[src/rtl/ble_cmd_host.sv]
// ble_cmd_host: host-side UART command issuer for the robot link.
// Sends a 16-bit command as two 8N1 frames and tracks response bytes.
module ble_cmd_host #(
  parameter int unsigned BAUD_DIV     = 5208,
  parameter logic [31:0] RESP_TIMEOUT = 32'd50_000_000
) (
  input  logic        clk,
  input  logic        rst_n,
  input  logic [15:0] cmd,
  input  logic        send_cmd,
  output logic        TX,
  input  logic        RX,
  output logic        busy,
  output logic [7:0]  resp,
  output logic        resp_rdy,
  output logic        cmd_done,
  output logic        timeout
);

  localparam logic [15:0] BIT_LAST  = 16'(BAUD_DIV - 1);
  localparam logic [15:0] HALF_LAST = 16'(BAUD_DIV / 2 - 1);
  localparam logic [31:0] TMO_LAST  = RESP_TIMEOUT - 32'd1;

  typedef enum logic [1:0] {
    S_IDLE, S_TX_HI, S_TX_LO, S_WAIT
  } state_e;

  typedef enum logic [2:0] {
    R_IDLE, R_START, R_DATA, R_STOP, R_BREAK
  } rx_state_e;

  state_e      state_q, state_d;
  logic [15:0] cmd_q;
  logic [9:0]  tx_sh_q;
  logic [15:0] baud_q;
  logic [3:0]  bit_q;
  logic [31:0] tmo_q;

  rx_state_e   rx_state_q, rx_state_d;
  logic        rx_s1_q, rx_s2_q;
  logic [15:0] rx_cnt_q;
  logic [2:0]  rx_bit_q;
  logic [7:0]  rx_sh_q;
  logic [7:0]  resp_q;
  logic        rdy_q, done_q, tmo_p_q;

  logic accept, in_tx, in_wait;
  logic baud_end, frame_end;
  logic rx_half, rx_full, rx_ok;
  logic done_hit, tmo_hit;

  assign baud_end = baud_q == BIT_LAST;
  assign rx_half  = rx_cnt_q == HALF_LAST;
  assign rx_full  = rx_cnt_q == BIT_LAST;
  assign rx_ok    = rx_state_q == R_STOP && rx_full && rx_s2_q;

  always_ff @(posedge clk or negedge rst_n) begin
    if (!rst_n) state_q <= S_IDLE;
    else        state_q <= state_d;
  end

  always_comb begin
    state_d = state_q;
    unique case (state_q)
      S_IDLE:  if (send_cmd)            state_d = S_TX_HI;
      S_TX_HI: if (frame_end)           state_d = S_TX_LO;
      S_TX_LO: if (frame_end)           state_d = S_WAIT;
      S_WAIT:  if (done_q || tmo_hit)   state_d = S_IDLE;
      default:                          state_d = S_IDLE;
    endcase
  end

  // done_q holds WAIT one extra cycle so busy drops after cmd_done
  always_comb begin
    accept  = 1'b0;
    in_tx   = 1'b0;
    in_wait = 1'b0;
    unique case (state_q)
      S_IDLE:          accept  = send_cmd;
      S_TX_HI, S_TX_LO: in_tx  = 1'b1;
      S_WAIT:          in_wait = 1'b1;
      default: ;
    endcase
    busy      = state_q != S_IDLE;
    frame_end = in_tx && baud_end && bit_q == 4'd9;
    done_hit  = in_wait && !done_q && rx_ok
                && rx_sh_q == 8'hA5;
    tmo_hit   = in_wait && !done_q && !rx_ok
                && tmo_q == TMO_LAST;
  end

  always_ff @(posedge clk or negedge rst_n) begin
    if (!rst_n) begin
      cmd_q   <= '0;
      tx_sh_q <= '1;
      baud_q  <= '0;
      bit_q   <= '0;
    end else if (accept) begin
      cmd_q   <= cmd;
      tx_sh_q <= {1'b1, cmd[15:8], 1'b0};
      baud_q  <= '0;
      bit_q   <= '0;
    end else if (in_tx) begin
      if (!baud_end) begin
        baud_q <= baud_q + 16'd1;
      end else begin
        baud_q <= '0;
        if (bit_q == 4'd9) begin
          bit_q <= '0;
          if (state_q == S_TX_HI)
            tx_sh_q <= {1'b1, cmd_q[7:0], 1'b0};
          else
            tx_sh_q <= '1;
        end else begin
          bit_q   <= bit_q + 4'd1;
          tx_sh_q <= {1'b1, tx_sh_q[9:1]};
        end
      end
    end
  end

  always_ff @(posedge clk or negedge rst_n) begin
    if (!rst_n)                tmo_q <= '0;
    else if (!in_wait || rx_ok) tmo_q <= '0;
    else if (tmo_q != TMO_LAST) tmo_q <= tmo_q + 32'd1;
  end

  always_comb begin
    rx_state_d = rx_state_q;
    unique case (rx_state_q)
      R_IDLE:  if (!rx_s2_q) rx_state_d = R_START;
      R_START: if (rx_half)
                 rx_state_d = rx_s2_q ? R_IDLE : R_DATA;
      R_DATA:  if (rx_full && rx_bit_q == 3'd7)
                 rx_state_d = R_STOP;
      R_STOP:  if (rx_full)
                 rx_state_d = rx_s2_q ? R_IDLE : R_BREAK;
      R_BREAK: if (rx_s2_q) rx_state_d = R_IDLE;
      default: rx_state_d = R_IDLE;
    endcase
  end

  always_ff @(posedge clk or negedge rst_n) begin
    if (!rst_n) begin
      rx_s1_q    <= 1'b1;
      rx_s2_q    <= 1'b1;
      rx_state_q <= R_IDLE;
      rx_cnt_q   <= '0;
      rx_bit_q   <= '0;
      rx_sh_q    <= '0;
    end else begin
      rx_s1_q    <= RX;
      rx_s2_q    <= rx_s1_q;
      rx_state_q <= rx_state_d;
      if (rx_state_d != rx_state_q || rx_full)
        rx_cnt_q <= '0;
      else if (rx_state_q inside {R_START, R_DATA, R_STOP})
        rx_cnt_q <= rx_cnt_q + 16'd1;
      if (rx_state_q == R_START) begin
        rx_bit_q <= '0;
      end else if (rx_state_q == R_DATA && rx_full) begin
        rx_sh_q <= {rx_s2_q, rx_sh_q[7:1]};
        if (rx_bit_q != 3'd7) rx_bit_q <= rx_bit_q + 3'd1;
      end
    end
  end

  always_ff @(posedge clk or negedge rst_n) begin
    if (!rst_n) begin
      resp_q  <= '0;
      rdy_q   <= 1'b0;
      done_q  <= 1'b0;
      tmo_p_q <= 1'b0;
    end else begin
      if (rx_ok) resp_q <= rx_sh_q;
      rdy_q   <= rx_ok;
      done_q  <= done_hit;
      tmo_p_q <= tmo_hit;
    end
  end

  assign TX       = tx_sh_q[0];
  assign resp     = resp_q;
  assign resp_rdy = rdy_q;
  assign cmd_done = done_q;
  assign timeout  = tmo_p_q;

endmodule
[config.mk]
export PLATFORM = sky130hd
export DESIGN_NAME = ble_cmd_host
export DESIGN_NICKNAME = d
export VERILOG_FILES = /design/src/rtl/ble_cmd_host.sv
export SDC_FILE = /design/constraint.sdc
export NUM_CORES = 1
export LEC_CHECK = 0
export CORE_ASPECT_RATIO = 0.6
export CORE_UTILIZATION = 54
export CTS_BUF_LIST = sky130_fd_sc_hd__clkbuf_4 sky130_fd_sc_hd__clkbuf_8 sky130_fd_sc_hd__clkbuf_16
export CTS_CLUSTER_SIZE = 12
export DETAILED_ROUTE_END_ITERATION = 8
export PLACE_DENSITY_LB_ADDON = 0.15
export SYNTH_ARGS = -nofsm -noshare
export SYNTH_HDL_FRONTEND = slang
export SYNTH_SLANG_ARGS = --single-unit
[constraint.sdc]
create_clock -name clk -period 2.3 [get_ports clk]
set_input_delay 0.575 -clock clk [delete_from_list [all_inputs] [get_ports clk]]
set_output_delay 0.575 -clock clk [all_outputs]
set_load 0.03 [all_outputs]
==> results of run 1 <==
-- cell usage in the layout (no fill, tap or decap), types with 8 or more instances in the layout --
cell type | synthesis | routed
a21oi_1 | 18 | 18
a31oi_1 | 9 | 9
and3_1 | 10 | 10
buf_4 | 0 | 42
clkbuf_16 | 0 | 18
clkdlybuf4s50_1 | 0 | 30
dfrtp_1 | 103 | 103
dfstp_2 | 11 | 11
ha_1 | 12 | 8
inv_1 | 12 | 10
mux2_2 | 17 | 16
nand2_1 | 70 | 69
nand3_1 | 21 | 21
nand3b_1 | 9 | 9
nand4_1 | 19 | 19
nor2_1 | 79 | 79
nor3_1 | 9 | 9
nor4_1 | 13 | 9
o211ai_1 | 9 | 9
o21ai_0 | 13 | 13
or3_1 | 12 | 10
xnor2_1 | 21 | 21
xor2_1 | 26 | 26
-- sequential cells by signal (all words and copies together) (netlist names) --
name        count
baud_q         16
bit_q           4
cmd_done        1
cmd_q           8
resp            8
resp_rdy        1
rx_bit_q        3
rx_cnt_q       16
rx_s1_q         1
rx_s2_q         1
rx_sh_q         8
rx_state_q      3
state_q         2
timeout         1
tmo_q          32
tx_sh_q         9
-- worst max path at each step --
stage / start / end / slack (ps)
finish: rx_cnt_q[0] / rx_bit_q[1] / 50
global route: rx_cnt_q[0] / rx_bit_q[1] / -9
detailed placement: rx_cnt_q[0] / rx_bit_q[1] / -80
CTS: state_q[1] / state_q[1] / 8
global placement: state_q[0] / state_q[1] / 30
floorplan: state_q[1] / state_q[1] / -110
-- layout make-up --
cell class	count	area [sq um]
Clock buffer	20	448
Multi-Input combinational cell	444	2950
Timing Repair Buffer	78	729
Inverter	12	45.0
Clock inverter	12	213
Tap cell	139	174
Sequential cell	114	2870
Fill cell	757	3130
-- routing by layer --
layer  wire length, microns  GRT usage (%)  share of wire, %  vias to the layer above
li1                       -              -                 -                     2260
met1                   6640           35.6                49                     2278
met2                   6080           37.4                45                      146
met3                    695           5.62               5.1                       18
met4                    148           8.89               1.1                        0
met5                      0              0                 0                        -
-- repair_timing --
item	CTS	global route
pin swaps	2	6
buffers inserted	0	3
resized for setup	6	14
gates cloned	0	1
setup endpoints to repair	9	74
-- stage by stage --
step	hold WS [ps]	std cells	power, uW	setup slack (ps)
4_1_cts	178	815	5090	8.46
3_3_place_gp	346	783	2130	31.7
6_report	174	819	5060	47.6
5_1_grt	208	819	5190	-8.66
3_5_place_dp	348	783	2130	-80.1
2_1_floorplan	279	592	2050	-113
-- report_power, final --
part	switching, uW	internal (uW)	total (uW)
combinational	45.3	34.9	80.2
clock	915	2060	2970
sequential	1.52	2010	2010
total	962	4100	5060
-- synth_stat cells, drive strengths merged (10+ instances only) --
master / number / area, sq um
dfstp: 11 / 289
xnor2: 21 / 184
nor2: 79 / 297
a21oi: 18 / 90.1
o21ai: 13 / 65.1
xor2: 26 / 228
and3: 10 / 62.6
inv: 12 / 45.0
ha: 12 / 150
nand3: 21 / 105
mux2: 17 / 191
nor4: 17 / 158
or3: 13 / 82.6
clkbuf: 14 / 52.6
nand2: 71 / 269
nand4: 19 / 119
dfrtp: 103 / 2580
-- cell families (layout without fill, tap and decap cells) --
logic type | after synthesis | count (layout) | share of synthesized area [%]
AO/OA/AOI/OAI | 65 | 65 | 7.20
XOR/XNOR | 47 | 47 | 7.03
adder cells (fa/ha/maj) | 12 | 12 | 2.56
buffers and inverters | 34 | 122 | 2.35
flip-flops | 114 | 114 | 49.0
multiplexers | 25 | 25 | 4.64
AND/OR/NAND/NOR | 295 | 295 | 27.2
==> qor.csv, run 1 <==
stage,metric,value,unit
outcome,status,"finished, final reports clean",
cts,number of H-tree branching levels,4,
sta,Final Skew,10.7,ps
setup_path,crit path max fanout,3,
cts,CTS tree,built,
yosys,syn_area_per_cell,9.89,sq um
cts,clock root cell,clkbuf_16,
finish,share of cells above drive strength 1,21.2,%
setup_path,worst reg2reg endpoint,rx_bit_q[1],
cts,total CTS buffers,17,
sta,Max Clk Rate,444,MHz
setup_path,slowest CP cell,or4b_4,
grt,gr ovfl total,0,
sta,Slew @ Worst Pin,567,ps
setup_path,nature of the critical path endpoint,flip-flop,
yosys,Netlist cell types,52,
cts,maximum clock insertion buffer count,2,
floorplan,Cell Rows,29,
routing,drt via density,5.74,
floorplan,die extent in x,136,microns
sta,post-route minimum period,2250,ps
yosys,sequential share of the synthesized area,49.0,%
sta,"Slew Viols, Final",0,
floorplan,die area,0.0113,sq mm
pwr,maximum vdd drop,0.537,mV
yosys,mapped cell area,0.00585,sq mm
yosys,Yosys reg bits,114,
cts,CTS sink count,114,
placement,IO Port Bufs,32,
grt,vias in the first global route,4378,
sta,RSZ-0062 raised after global routing,true,
finish,P&R area growth vs syn,26.9,%
pwr,Pwr per Cell Area,682,mW/mm^2
floorplan,Top Ports,33,
finish,Final Util,70.4,%
grt,Total GRT Usage,25.0,%
setup_path,critical path's top delay family,simple AND/OR/NAND/NOR gates,
cts,cts hold-fix bufs,0,
yosys,"Top FF cell, synth",dfrtp_1,
yosys,Post-Synthesis Cells,592,
routing,Routed WL per cell,16.6,microns
grt,largest net degree at the start of global routing,43,
placement,dpl hpwl,8810,microns
grt,first-pass GRT wire length,21600,microns
floorplan,Initial Utilization,55.4,%
yosys,Post-Syn Nets,624,
finish,final instance area,0.00743,sq mm
setup_path,reg2reg start,rx_cnt_q[0],
placement,GP Congestion,0.847,
routing,Routed Wire Length,13600,microns
sta,final hold vios,0,
grt,initial antenna violation count,0,
setup_path,Reg2Reg Depth,6,
sta,setup tns final,0,ps
routing,First DRT Iteration DRCs,294,
setup_path,Critical Path Stages,6,
finish,Layout Nets,699,
cts,"Reg clk slew, reported paths",60,ps
routing,via count,4702,
setup_path,"critical path, cell by cell",ha_2 > or4b_4 > or3_4 > or4_4 > mux2i_2 > nor2_1,
setup_path,crit-path max cell delay,500,ps
yosys,Ys Warns,0,
setup_path,"Buf+Inv Stages, Crit Path",0,
setup_path,Crit path required time,2590,ps
finish,number of diodes,0,
floorplan,Die H,82.7,microns
cts,worst-skew pair later-pin latency,400,ps
setup_path,flop-to-flop setup slack,50,ps
routing,Post-DRT Antenna Nets,0,
sta,Final Cycle Share,97.9,%
setup_path,crit path kind,reg -> reg,
sta,Slew headroom,62.2,%
placement,placed cell areas,0.00664,sq mm
pwr,leakage,0.00322,uW
setup_path,Worst Path Arrival,2540,ps
flow_run,Max-Cap Viols,0,
sta,setup violators final,0,
yosys,Async SR Flop Fraction,100,%
routing,drt first pass iters,5,
setup_path,critical path launch point type,flip-flop,
worst_hold_path,min-delay worst type,in -> async,
yosys,number of synthesized flops with an enable pin,0,
floorplan,CORE AREA,0.0106,sq mm
routing,DR DRC count,0,
Note: power is estimated with default switching activity, not from simulation.
==> run 2: changes to the inputs <==
--- a/config.mk
+++ b/config.mk
@@ -6,6 +6,7 @@
 export NUM_CORES = 1
 export LEC_CHECK = 0
 export CORE_ASPECT_RATIO = 0.6
+export CORE_MARGIN = 5
 export CORE_UTILIZATION = 54
 export CTS_BUF_LIST = sky130_fd_sc_hd__clkbuf_4 sky130_fd_sc_hd__clkbuf_8 sky130_fd_sc_hd__clkbuf_16
 export CTS_CLUSTER_SIZE = 12
==> run 2 against run 1 <==
Utilization shrank 0.62 points. Flip-flop and latch count is the same. Routed wire length is 0.66% lower. Final cell count decreased by 0.73%. Worst setup slack better by 0.95 ps. Die area increased by 16%. Maximum frequency hardly changed.
==> qor.csv, run 2 (same netlist as run 1, synthesis figures left out) <==
stage,metric,value,unit,change
outcome,status,"finished, final reports clean",,
setup_path,crit path kind,reg -> reg,,
pwr,NetSw,1010,uW,+4.5%
grt,GR Layer Usage met1,32.2,%,-3.4 points
worst_hold_path,min-delay worst type,in -> async,,
setup_path,crit-path max cell delay,600,ps,+100 ps
finish,Final Util,69.7,%,-0.62 points
setup_path,critical path launch point type,flip-flop,,
sta,RSZ-0062 raised after global routing,true,,
finish,Largest Register,tmo_q,,
placement,IO Port Bufs,32,,unchanged
routing,Routed WL per cell,16.6,microns,about the same
floorplan,Initial Utilization,55.3,%,-0.19 points
floorplan,CORE AREA,0.0106,sq mm,+0.34%
cts,total CTS buffers,17,,unchanged
pwr,clock power share,59.4,%,+0.7 points
sta,setup violators final,0,,unchanged
finish,Layout Nets,693,,-0.86%
finish,Largest register FFs,32,,unchanged
cts,number of H-tree branching levels,4,,unchanged
finish,fillers,784,,+3.6%
sta,final hold vios,0,,unchanged
grt,Most Crowded Layer GR,met1,,
floorplan,Die H,90.7,microns,+9.7%
grt,gr ovfl total,0,,unchanged
grt,vias in the first global route,4744,,+8.4%
pwr,P_int,4130,uW,+0.71%
sta,Slew headroom,55.0,%,-7.2 points
finish,Regs by FF count,"tmo_q: 32 flops, baud_q: 16 flops, rx_cnt_q: 16 flops",,
finish,"most common cell after layout, fill and taps aside",dfrtp_1,,
grt,Total GRT Usage,22.0,%,-3.0 points
setup_path,flop-to-flop setup slack,50,ps,about the same
routing,DR DRC count,0,,unchanged
grt,met2 GRT Util,31.4,%,-6.0 points
setup_path,Worst Path Arrival,2590,ps,+50 ps
finish,P&R area growth vs syn,26.2,%,
routing,drt first pass iters,7,,+2
sta,Hold WS,220,ps,+45.9 ps
floorplan,die extent in x,144,microns,+5.9%
setup_path,critical path's top delay family,simple AND/OR/NAND/NOR gates,,
floorplan,Top Ports,33,,unchanged
routing,First DRT Iteration DRCs,354,,+20%
grt,routing usage on met3,5.24,%,-0.38 points
sta,"Slew Viols, Final",0,,unchanged
setup_path,nature of the critical path endpoint,flip-flop,,
pwr,Pwr per Cell Area,695,mW/mm^2,+2.0%
cts,clock root cell,clkbuf_16,,
setup_path,slowest CP cell,or4b_4,,
routing,via count,4656,,-0.98%
cts,CTS tree,built,,
setup_path,"critical path, cell by cell",or4b_4 > nor4_4 > nand2_2 > buf_6 > or3_1 > a21oi_1,,
cts,cts hold-fix bufs,0,,unchanged
cts,maximum clock insertion buffer count,2,,unchanged
grt,first-pass GRT wire length,23100,microns,+7.1%
floorplan,Cell Rows,29,,unchanged
placement,GP Congestion,0.862,,+1.9%
sta,Max Clk Rate,444,MHz,about the same
flow_run,Max-Cap Viols,0,,unchanged
finish,share of cells above drive strength 1,19.9,%,-1.3 points
placement,worst slack at placement,-44.2,ps,+35.9 ps
setup_path,"Buf+Inv Stages, Crit Path",1,,+1
cts,CTS sink count,114,,unchanged
finish,number of diodes,0,,unchanged
finish,FF/Latch Area,0.00287,sq mm,unchanged
cts,"Reg clk slew, reported paths",60,ps,about the same
sta,setup ws final,48.5,ps,+0.952 ps
grt,largest net degree at the start of global routing,115,,+170%
pwr,Flop pwr share,39.2,%,-0.6 points
sta,post-route minimum period,2250,ps,-0.952 ps
pwr,switching share of total power,19.6,%,+0.58 points
floorplan,die area,0.0131,sq mm,+16%
setup_path,crit path max fanout,4,,+1
finish,area of the multi-input gates,0.00295,sq mm,-0.13%
pwr,maximum vdd drop,0.823,mV,+53%
routing,drt via density,5.73,,-0.25%
setup_path,Crit path required time,2640,ps,+50 ps
cts,worst-skew pair later-pin latency,410,ps,about the same
sta,Final Skew,9.20,ps,-1.46 ps
grt,initial antenna violation count,0,,unchanged
pwr,Logic pwr share,1.5,%,about the same
pwr,Power Total,5140,uW,+1.4%
pwr,leakage,0.00323,uW,+0.17%
routing,Routed Wire Length,13500,microns,-0.66%
sta,Slew @ Worst Pin,669,ps,+102 ps
finish,"leading cell types in the layout, fill and taps excluded","dfrtp_1 (103), nor2_1 (79), nand2_1 (69), buf_4 (36), clkdlybuf4s50_1 (30)",,
sta,Final Cycle Share,97.9,%,about the same
placement,dpl hpwl,8780,microns,-0.29%
routing,Post-DRT Antenna Nets,0,,unchanged
## run 2: cell types whose count changed in the layout (fill, tap and decap cells not counted), sizes merged
| cell | delta |
|---|---|
| buf | -5 |
| clkbuf | -2 |
| clkinv | -2 |
| clkinvlp | +2 |
| inv | +1 |
## run 2: routing by layer
layer	share of wire, %	up-vias
li1	-	2246
met4	1.9	0
met3	4.0	22
met5	0	-
met2	45	109
met1	49	2279
## run 2: worst paths after layout
check	start	end	cells past startpoint
max in group asynchronous	rst_n	baud_q[1]	2
worst max-delay path	baud_q[8]	bit_q[0]	6
worst min register to register	rx_s1_q	rx_s2_q	0
worst min-delay path	rst_n	rx_cnt_q[6]	2
worst max register to register	baud_q[8]	bit_q[0]	6
min in group clk	rx_s1_q	rx_s2_q	0
## run 2: timing repair
action | CTS | global route
pin swaps | 2 | 8
setup endpoints to repair | 6 | 61
gates resized for setup | 3 | 14
buffers inserted | 0 | 2
endpoints found under the hold margin | 0 | 0
## run 2: power groups by stage
| stage | Combinational (uW) | Clock (uW) | Sequential (uW) |
|---|---|---|---|
| final | 75.4 | 3050 | 2010 |
| after global routing | 86.6 | 3200 | 2010 |
| after CTS | 78.7 | 3090 | 2010 |
| after detailed placement | 78.7 | 0 | 2050 |
| after global placement | 78.1 | 0 | 2050 |
| after floorplan | 1.51 | 0 | 2050 |
## run 2: layout make-up
| class | instances | share of cell area [%] |
|---|---|---|
| Clock buffer | 19 | 6.13 |
| Sequential cell | 114 | 38.8 |
| Clock inverter | 13 | 3.12 |
| Inverter | 12 | 0.610 |
| Tap cell | 139 | 2.35 |
| Multi-Input combinational cell | 444 | 39.9 |
| Timing Repair Buffer | 72 | 9.08 |
## run 2: stage by stage
step                TNS [ps]  area, sq um  cells
floorplan               -113         5870    592
global placement           0         6610    779
detailed placement     -56.3         6610    779
CTS                        0         7300    811
global route            -110         7390    813
finish                     0         7390    813
